[src/rtl/discipline_ctrl.sv]
// GPS 1PPS disciplining controller: steers the OCXO PWM duty from phase measurements,
// realigns the local 1PPS divider on coarse errors and falls back to holdover when GPS goes quiet.
module discipline_ctrl #(
    parameter int unsigned DUTY_CENTER = 32768,
    parameter int unsigned DUTY_MIN    = 16384,
    parameter int unsigned DUTY_MAX    = 49152,
    parameter int unsigned COARSE_TH   = 10,
    parameter int unsigned FINE_TH     = 2,
    parameter int unsigned STEP        = 256,
    parameter int unsigned LOCK_CNT    = 8,
    parameter int unsigned TIMEOUT_CYC = 15000000
) (
    input  logic        CLK_SYS,
    input  logic        CLK_RST,
    input  logic        MEAS_VALID,
    input  logic        MEAS_LEAD,
    input  logic [31:0] MEAS_PHASE,
    output logic [31:0] PWM_Duty,
    output logic        DIV_RESET,
    output logic        LED_Lock,
    output logic [2:0]  STATE
);

    localparam int GW = (LOCK_CNT < 2) ? 1 : $clog2(LOCK_CNT + 1);

    typedef enum logic [2:0] {
        IDLE     = 3'd0,
        ALIGN    = 3'd1,
        SETTLE   = 3'd2,
        TRACK    = 3'd3,
        LOCKED   = 3'd4,
        HOLDOVER = 3'd5
    } state_t;

    state_t          state, state_nxt;
    logic [31:0]     duty, duty_nxt, duty_corr;
    logic [GW-1:0]   good_cnt, good_nxt;
    logic [31:0]     tmo_cnt;
    logic [32:0]     sum;
    logic            coarse, fine, tmo_hit;

    assign coarse  = MEAS_PHASE > COARSE_TH;
    assign fine    = !coarse && (MEAS_PHASE > FINE_TH);
    // Expiry fires on the edge that would carry the counter to TIMEOUT_CYC.
    assign tmo_hit = tmo_cnt >= (TIMEOUT_CYC - 1);

    // 33-bit correction: bit 32 catches both a borrow below zero and a carry past 2^32.
    always_comb begin
        if (MEAS_LEAD) sum = {1'b0, duty} - 33'(STEP);
        else           sum = {1'b0, duty} + 33'(STEP);
        if (MEAS_LEAD && sum[32])      duty_corr = DUTY_MIN;
        else if (sum > 33'(DUTY_MAX))  duty_corr = DUTY_MAX;
        else if (sum < 33'(DUTY_MIN))  duty_corr = DUTY_MIN;
        else                           duty_corr = sum[31:0];
    end

    always_comb begin
        state_nxt = state;
        duty_nxt  = duty;
        good_nxt  = good_cnt;
        case (state)
            IDLE, HOLDOVER: begin
                if (MEAS_VALID) begin
                    good_nxt  = '0;
                    state_nxt = coarse ? ALIGN : TRACK;
                end
            end
            ALIGN: state_nxt = SETTLE;
            SETTLE: begin
                if (MEAS_VALID) begin
                    state_nxt = TRACK;
                    good_nxt  = '0;
                end else if (tmo_hit) begin
                    state_nxt = HOLDOVER;
                end
            end
            TRACK, LOCKED: begin
                if (MEAS_VALID) begin
                    if (coarse) begin
                        state_nxt = ALIGN;
                    end else if (fine) begin
                        duty_nxt  = duty_corr;
                        good_nxt  = '0;
                        state_nxt = TRACK;
                    end else if (state == TRACK) begin
                        good_nxt = good_cnt + GW'(1);
                        if (good_nxt == GW'(LOCK_CNT)) state_nxt = LOCKED;
                    end
                end else if (tmo_hit) begin
                    state_nxt = HOLDOVER;
                end
            end
            default: state_nxt = IDLE;
        endcase
    end

    always_ff @(posedge CLK_SYS or negedge CLK_RST) begin
        if (!CLK_RST) begin
            state     <= IDLE;
            duty      <= DUTY_CENTER;
            good_cnt  <= '0;
            tmo_cnt   <= '0;
            DIV_RESET <= 1'b0;
            LED_Lock  <= 1'b1;
        end else begin
            state     <= state_nxt;
            duty      <= duty_nxt;
            good_cnt  <= good_nxt;
            // ALIGN lasts one cycle, so the pulse covers exactly that cycle.
            DIV_RESET <= (state_nxt == ALIGN);
            LED_Lock  <= (state_nxt != LOCKED);
            if (MEAS_VALID)                tmo_cnt <= '0;
            else if (tmo_cnt < TIMEOUT_CYC) tmo_cnt <= tmo_cnt + 32'd1;
        end
    end

    assign PWM_Duty = duty;
    assign STATE    = state;

endmodule

[config.mk]
export PLATFORM = sky130hd
export DESIGN_NAME = discipline_ctrl
export DESIGN_NICKNAME = d
export VERILOG_FILES = /design/src/rtl/discipline_ctrl.sv
export SDC_FILE = /design/constraint.sdc
export NUM_CORES = 1
export LEC_CHECK = 0
export CAP_MARGIN = 5
export CORE_MARGIN = 4
export CORE_UTILIZATION = 45
export CTS_CLUSTER_DIAMETER = 40
export CTS_CLUSTER_SIZE = 14
export DETAILED_ROUTE_END_ITERATION = 10
export PLACE_DENSITY = 0.69
export SYNTH_ARGS = -nofsm -noshare
export SYNTH_HDL_FRONTEND = slang
export SYNTH_SLANG_ARGS = --single-unit
[constraint.sdc]
create_clock -name CLK_SYS -period 4.8 [get_ports CLK_SYS]
set_clock_uncertainty 0.1 [all_clocks]
set_input_delay 0.96 -clock CLK_SYS [delete_from_list [all_inputs] [get_ports CLK_SYS]]
set_output_delay 0.96 -clock CLK_SYS [all_outputs]
set_load 0.02 [all_outputs]
* Yosys cells after proc, flatten, opt, wreduce, memory -nomap -nowiden
Index checks and enable logic that the tools add are counted.
Storage, ports and cells: flip-flop bits (word level) 73, bits in latches 0, bits in writable memories 0, memory bits (read-only) 0, word-level logic and storage cells 62, memories 0
Operators by class: $add $sub $neg 4, multiply operators 0, div/mod/pow operators 0, $lt $le $gt $ge 6, equality and inequality tests 12, shifts and indexed selects 0, mux-type cells 22, bitwise logic cells 1, reduce and logical (&&, ||, !) cells 11
Operators with widths (count):
- $mux W32 | 5
- $add A32 B9 Y33 const B | 1
- $gt A33 B16 Y1 const B | 1
- $lt A33 B15 Y1 const B | 1
- $mux W33 | 1
- $sub A32 B9 Y33 const B | 1
- $add A32 B1 Y32 const B | 1
- $ge A32 B24 Y1 const B | 1
- $gt A32 B2 Y1 const B | 1
- $gt A32 B4 Y1 const B | 1
- $lt A32 B24 Y1 const B | 1
- $mux W3 | 8
- $mux W4 | 5
- $pmux W3 S4 | 1
- $pmux W4 S2 | 1
- $eq A3 B1 Y1 const B | 2
- $eq A3 B2 Y1 const B | 2
- $eq A3 B3 Y1 const B | 2
- $ne A3 B3 Y1 const B | 2
- $reduce_and A5 Y1 | 1
- $add A4 B1 Y4 const B | 1
- $eq A4 B4 Y1 const B | 1
- $ne A2 B2 Y1 const B | 2
- $reduce_and A4 Y1 | 1
- other kinds (9) | 12

* Depth between registers and ports, before layout
Gate-level depths: netlist of the first run.
depth in word-level cells 9, mapped depth 18, mapped depth without buffers 16

* Worst setup path before layout of the first run
No wires, ideal clock.
path kind in2reg, from input port MEAS_LEAD, to register duty[10] (netlist: PWM_Duty[10]), arrival 4364 ps, slack 241 ps, cell stages on the path 18, buffers on the path 2, cell sequence ha_1 > buf_2 > o211ai_1 > o211ai_1 > nand4_1 > a31oi_1 > o22ai_1 > o21bai_1 > a21oi_1 > ha_1 > o31ai_1 > nor4_1 > o2111ai_1 > nor4_1 > o2111ai_1 > or4_4 > buf_6 > o31ai_1
Between the ends: cells in the longest elaborated chain, start to end 5
RTL lines:
- start: declaration | RTL line 16 | input logic MEAS_LEAD,
- $mux W33 | RTL line 49 | if (MEAS_LEAD) sum = {1'b0, duty} - 33'(STEP);
- $lt A33 B15 Y1 | RTL line 53 | else if (sum < 33'(DUTY_MIN)) duty_corr = DUTY_MIN;
- $mux W32 | RTL line 53
- $mux W32 | RTL line 52 | else if (sum > 33'(DUTY_MAX)) duty_corr = DUTY_MAX;
- $mux W32 (*) | RTL line 51 | if (MEAS_LEAD && sum[32]) duty_corr = DUTY_MIN;
- end signal: assignment | RTL line 107 | duty <= duty_nxt;
- end: declaration | RTL line 36 | logic [31:0] duty, duty_nxt, duty_corr;
Every way passes the cells marked *; elsewhere a longest branch is shown, timed or not. A chain may end at the register's enable or synchronous reset.

* Worst setup path after layout of the first run
from input port MEAS_LEAD, to register duty[9] (netlist: PWM_Duty[9])
Same word-level chain as after synthesis.

==> results of run 1 <==
per-stage QoR:
step                      total power, W  hold slack (ns)  TNS [ns]
after detailed placement        0.000848            0.387     -3.72
after global placement          0.000844            0.384     -3.25
after floorplan                 0.000734            0.363         0
after global routing             0.00146            0.429   -0.0784
after CTS                        0.00139            0.405         0
final                            0.00140            0.400         0
cell usage in the layout, fill, tap and decap left out, types with 5 or more instances in the layout:
cell and count:
dfrtp_1 63, clkdlybuf4s50_1 62, buf_4 55, nand2_1 46
nor2_1 46, a21oi_1 35, o21ai_0 27, xnor2_1 23
ha_1 22, and2_1 18, nor4_1 17, inv_1 17
nand4_1 16, nand3_1 16, nor2b_1 14, nor3_1 11
xor2_1 11, clkbuf_8 9, conb_1 8, and3_1 7
or3_1 7, a31oi_1 6, o21a_1 6, o31ai_1 5
a21o_1 5
registers in the layout, indices dropped and copies added, names as in the netlist:
signal     cells
DIV_RESET      1
STATE          3
PWM_Duty      24
tmo_cnt       32
good_cnt       4
LED_Lock       1
critical path, cell delays in order:
cell	delay, ns
buf_12	0.11
clkbuf_16	0.16
ha_1	0.32
nand2_1	0.08
nor2_1	0.22
nand3_1	0.18
a31oi_2	0.26
o22ai_2	0.10
o21bai_1	0.14
a21oi_1	0.08
ha_1	0.28
o31ai_1	0.06
nor4_1	0.24
o2111ai_1	0.18
nor4_1	0.25
o2111ai_1	0.14
or4_4	0.63
o31ai_4	0.26
layout make-up:
class / count / area (um2)
clock buffers: 9 / 124
well taps: 133 / 166
multi-input cells: 416 / 2790
inverters: 17 / 63.8
fillers: 858 / 3730
flip-flops and latches: 65 / 1630
clock inverters: 7 / 101
repair buffers: 122 / 1130
worst paths after layout:
check                               end  slack (ns)    startpoint
max                         PWM_Duty[9]        0.30     MEAS_LEAD
min                         tmo_cnt[23]        0.40   tmo_cnt[23]
max reg2reg                 PWM_Duty[9]        0.70  PWM_Duty[15]
min reg2reg                 tmo_cnt[23]        0.40   tmo_cnt[23]
max in group asynchronous  PWM_Duty[27]        3.10       CLK_RST
min in group asynchronous   good_cnt[3]        0.56       CLK_RST
repair_timing:
action,in CTS,in global routing
endpoints found under the hold margin,0,0
resized for setup,3,24
setup endpoints to repair,8,8
cloned,0,2
pin swaps,5,21
routing by layer:
layer / vias to the layer above / global-route usage / routed length (um)
li1: 2100 / - / -
met4: 0 / 0.0487 / 153
met2: 91 / 0.352 / 6050
met1: 2067 / 0.283 / 5410
met3: 12 / 0.0342 / 496
met5: - / 0 / 0
report_power, final:
part | total (W) | internal (W) | switching (W) | leakage [nW]
clock network | 0.000544 | 0.000298 | 0.000246 | 0.112
registers | 0.000587 | 0.000561 | 0.0000260 | 0.888
logic | 0.000266 | 0.000123 | 0.000144 | 1.63
cells by family after synthesis:
family,count (synthesis),synth area share
AND/OR/NAND/NOR,212,0.247
AO/OA/AOI/OAI,131,0.189
flip-flops,65,0.363
buffers and inverters,43,0.0469
XOR/XNOR,34,0.0664
adder cells (fa/ha/maj),29,0.0820
multiplexers,2,0.00474
other,1,0.000836
==> impl_metrics.toml, run 1 <==
[grt]
grt_pass1_wl_mm = 19.8
grt_start_max_net_pins = 38
grt_pass1_vias = 4183
grt_use_total = 0.209
grt_remaining_overflow = 0
antenna_found_initial = 0

[detailed_routing]
routedWlPerCell_um = 15.7
ant_nets = 0
drc_errors = 0
viasPerCell = 5.55
dr.pass1.iters = 5
vias = 4270
drt_wl_total_mm = 12.1
drt-initial-drc-count = 169

[clock_tree]
cts-root-buf = "clkbuf_8"
ctsHoldBuffers = 0
worstSkewPairLatency_ns = 0.35
htreeDepth = 3
cts_buffer_depth = 2
clk_pin_slew_worst_paths_ns = 0.08
clock-sinks = 65
numCtsBuffers = 9
cts_tree = "yes"
postCtsSetupBuffers = 0

[layout]
fin_area_um2 = 6000
diodes = 0
nets = 695
final_util = 0.617
fin_cells = 769
drive_gt1_frac = 0.165
synthToLayoutAreaGrowth_pct = 33.8

[synth]
yosysUniqueCellTypes = 65
ys_warn_count = 0
synth_area_leaders = "dfrtp_1, ha_1, xnor2_1"
yosys.area.top_type = "dfrtp_1"
syn_area_per_cell_um2 = 8.68
ys.flop_type = "dfrtp_1"
yosysMostFrequentCell = "dfrtp_1"
synthArstFlopShare = 1.00
syn_area_um2 = 4490
synth_edf_count = 0
ys_ff_latch = 65
synth_top_area_frac = 0.351
synth_commonest_cells = "dfrtp_1, nand2_1, nor2_1"
ys_seq_area_frac = 0.363
synthCells = 517

[sta]
timing.slew.headroom = 0.522
postLayoutSetupSlackWorst_ns = 0.297
fin_crit_sh = 0.938
setup_viol = 0
drv_slew = 0
worst_slew_pin_slew_ns = 0.717
fmax_mhz = 222
fin_crit_ns = 4.50
final_hold_viol_count = 0
rsz0062_at_grt = "yes"

[critical_path]
rr_worst_depth = 16
cp.required_ns = 4.96
critPathArrivalTime_ns = 4.67
end_kind = "register"
setup.worst_path.class = "in -> reg"
critPathMaxFanout = 10
startpoint_type = "primary input"

[place]
preCtsSetupSlack_ns = -0.492
place.gp.congestion = 0.923
dpl.hpwl_mm = 8.86
place_inst = 751
io_buffers = 64
dpl_cell_area_um2 = 5600

[job]
drv_cap = 0

[power]
p_leak_nw = 2.63
powerDensity_nw_per_um2 = 233
max-vdd-ir-drop_mv = 0.285

[floorplan]
initial_core_util = 0.461
fp.dieW_um = 108
core_um2 = 9730
core.rowCount = 36
die_h_um = 108
io_pins = 73
die-area_um2 = 11600

[outcome]
status = "complete, no violations"

[hold_path]
hold_depth = 2
min_path_type = "reg -> reg"
Note: power is estimated with default switching activity, not from simulation.
==> run 2: changes to the inputs <==
--- a/config.mk
+++ b/config.mk
@@ -11,6 +11,7 @@
 export CTS_CLUSTER_DIAMETER = 40
 export CTS_CLUSTER_SIZE = 14
 export DETAILED_ROUTE_END_ITERATION = 10
+export GPL_ROUTABILITY_DRIVEN = 1
 export PLACE_DENSITY = 0.69
 export SYNTH_ARGS = -nofsm -noshare
 export SYNTH_HDL_FRONTEND = slang
==> results of run 2 <==
Final layout, timing and power as in run 1 (identical DEF).
==> run 3: changes to the inputs <==
==> constraint.sdc (replaced) <==
create_clock -name CLK_SYS -period 4.8 [get_ports CLK_SYS]
set_clock_uncertainty 0.1 [all_clocks]
set_input_delay 0.48 -clock CLK_SYS [delete_from_list [all_inputs] [get_ports CLK_SYS]]
set_output_delay 0.48 -clock CLK_SYS [all_outputs]
set_load 0.02 [all_outputs]
==> impl_metrics.toml, run 3 (synthesis results as in run 1) <==
[place]
dpl.hpwl_mm = 8.63
preCtsSetupSlack_ns = -0.0697
place.gp.congestion = 0.923
io_buffers = 64

[power]
powerDensity_nw_per_um2 = 242
p_leak_nw = 2.46
max-vdd-ir-drop_mv = 0.208

[floorplan]
core.rowCount = 36
core_um2 = 9730
die_h_um = 108
fp.dieW_um = 108
io_pins = 73
die-area_um2 = 11600
initial_core_util = 0.461

[layout]
largest_reg_flops = 32
regMostFlops = "tmo_cnt"
synthToLayoutAreaGrowth_pct = 25.8
final_util = 0.580
nets = 667
fillers = 895
drive_gt1_frac = 0.105
final_cell_mix = "dfrtp_1, clkdlybuf4s50_1, nand2_1, nor2_1, a21oi_1"
diodes = 0

[sta]
postLayoutSetupSlackWorst_ns = 0.293
fmax_mhz = 222
drv_slew = 0
worst_slew_pin_slew_ns = 0.814
final_hold_viol_count = 0
fin_crit_sh = 0.939
rsz0062_at_grt = "no"
setup_viol = 0
fin_crit_ns = 4.51
timing.slew.headroom = 0.457

[critical_path]
crit_end = "PWM_Duty[11]"
r2r_slack_ns = 0.64
r2r-end = "PWM_Duty[11]"
rr_startpoint = "PWM_Duty[8]"
startpoint = "MEAS_LEAD"
setup.worst_path.class = "in -> reg"
startpoint_type = "primary input"
end_kind = "register"
critPathMaxFanout = 25
rr_worst_depth = 16
critPathArrivalTime_ns = 4.66
cp.required_ns = 4.96

[detailed_routing]
drc_errors = 0
ant_nets = 0
viasPerCell = 5.65
drt-initial-drc-count = 160
vias = 4190
dr.pass1.iters = 6
routedWlPerCell_um = 15.3
drt_wl_total_mm = 11.4

[grt]
grt_start_max_net_pins = 66
grt_pass1_vias = 4117
grt_use_total = 0.205
antenna_found_initial = 0
grt_remaining_overflow = 0
grt_pass1_wl_mm = 19.3

[clock_tree]
numCtsBuffers = 9
cts_tree = "yes"
htreeDepth = 3
worstSkewPairLatency_ns = 0.34
clock-sinks = 65
clk_pin_slew_worst_paths_ns = 0.08
cts_buffer_depth = 2
ctsHoldBuffers = 0
cts-root-buf = "clkbuf_8"

[job]
drv_cap = 0

[hold_path]
min_path_type = "in -> async"

[outcome]
status = "complete, no violations"
run 3: cell types whose count changed in the layout (fill, tap and decap cells not counted), moves of 2 or more:
cell / change
a21oi_1: +2
a21oi_2: -2
buf_4: -26
clkbuf_16: -2
ha_1: +4
ha_4: -4
o31ai_1: +3
o31ai_4: -2
run 3: per-layer routing:
metal  wire, um  GRT usage
met4        187     0.0568
met3        710     0.0402
met2       5420      0.340
met1       5030      0.272
met5          0          0
run 3: area by class of cell:
type / count / area [um2] / area share
Clock buffer: 9 / 124 / 0.0220
Timing Repair Buffer: 94 / 873 / 0.155
Sequential cell: 65 / 1630 / 0.289
Multi-Input combinational cell: 416 / 2690 / 0.476
Inverter: 17 / 63.8 / 0.0113
Tap cell: 133 / 166 / 0.0295
Clock inverter: 7 / 101 / 0.0180
run 3: worst min-delay path by stage:
stage | slack, ns | end | from
after floorplan | 0.08 | DIV_RESET | CLK_RST
after global placement | 0.38 | tmo_cnt[23] | tmo_cnt[23]
after detailed placement | 0.38 | tmo_cnt[23] | tmo_cnt[23]
after CTS | 0.24 | STATE[2] | CLK_RST
after global routing | 0.28 | STATE[2] | CLK_RST
final | 0.19 | STATE[2] | CLK_RST
run 3: power breakdown:
part	internal, W	switching, W	total [W]
Sequential	0.000561	0.0000241	0.000585
Combinational	0.000113	0.000136	0.000249
Clock	0.000298	0.000236	0.000534
Total	0.000971	0.000396	0.00137
run 3: stage by stage:
step                hold slack (ns)  instances  cell area, um2  power [W]  TNS [ns]
finish                        0.190        741            5640    0.00137         0
detailed placement            0.385        725            5410   0.000842    -0.288
global route                  0.285        741            5640    0.00144         0
CTS                           0.242        741            5630    0.00138         0
floorplan                    0.0844        524            4510   0.000734         0
global placement              0.383        725            5410   0.000840         0
run 3: timing repair:
action                     CTS  global route
hold endpoints to repair     0             0
setup endpoints to repair    0             3
resized for setup            0             3
buffers inserted             0             0
run 3: critical path, stage by stage:
cell and delay (ns):
clkdlybuf4s50_1 0.44, buf_12 0.18, ha_1 0.33, o211ai_1 0.11, o211ai_1 0.31, nand4_1 0.17, a31oi_1 0.25, o22ai_1 0.14
o21bai_1 0.14, a21oi_1 0.08, ha_1 0.28, o31ai_1 0.06, nor4_1 0.25, o2111ai_1 0.16, nor4_1 0.27, o2111ai_1 0.16
or4_4 0.57, o31ai_2 0.26
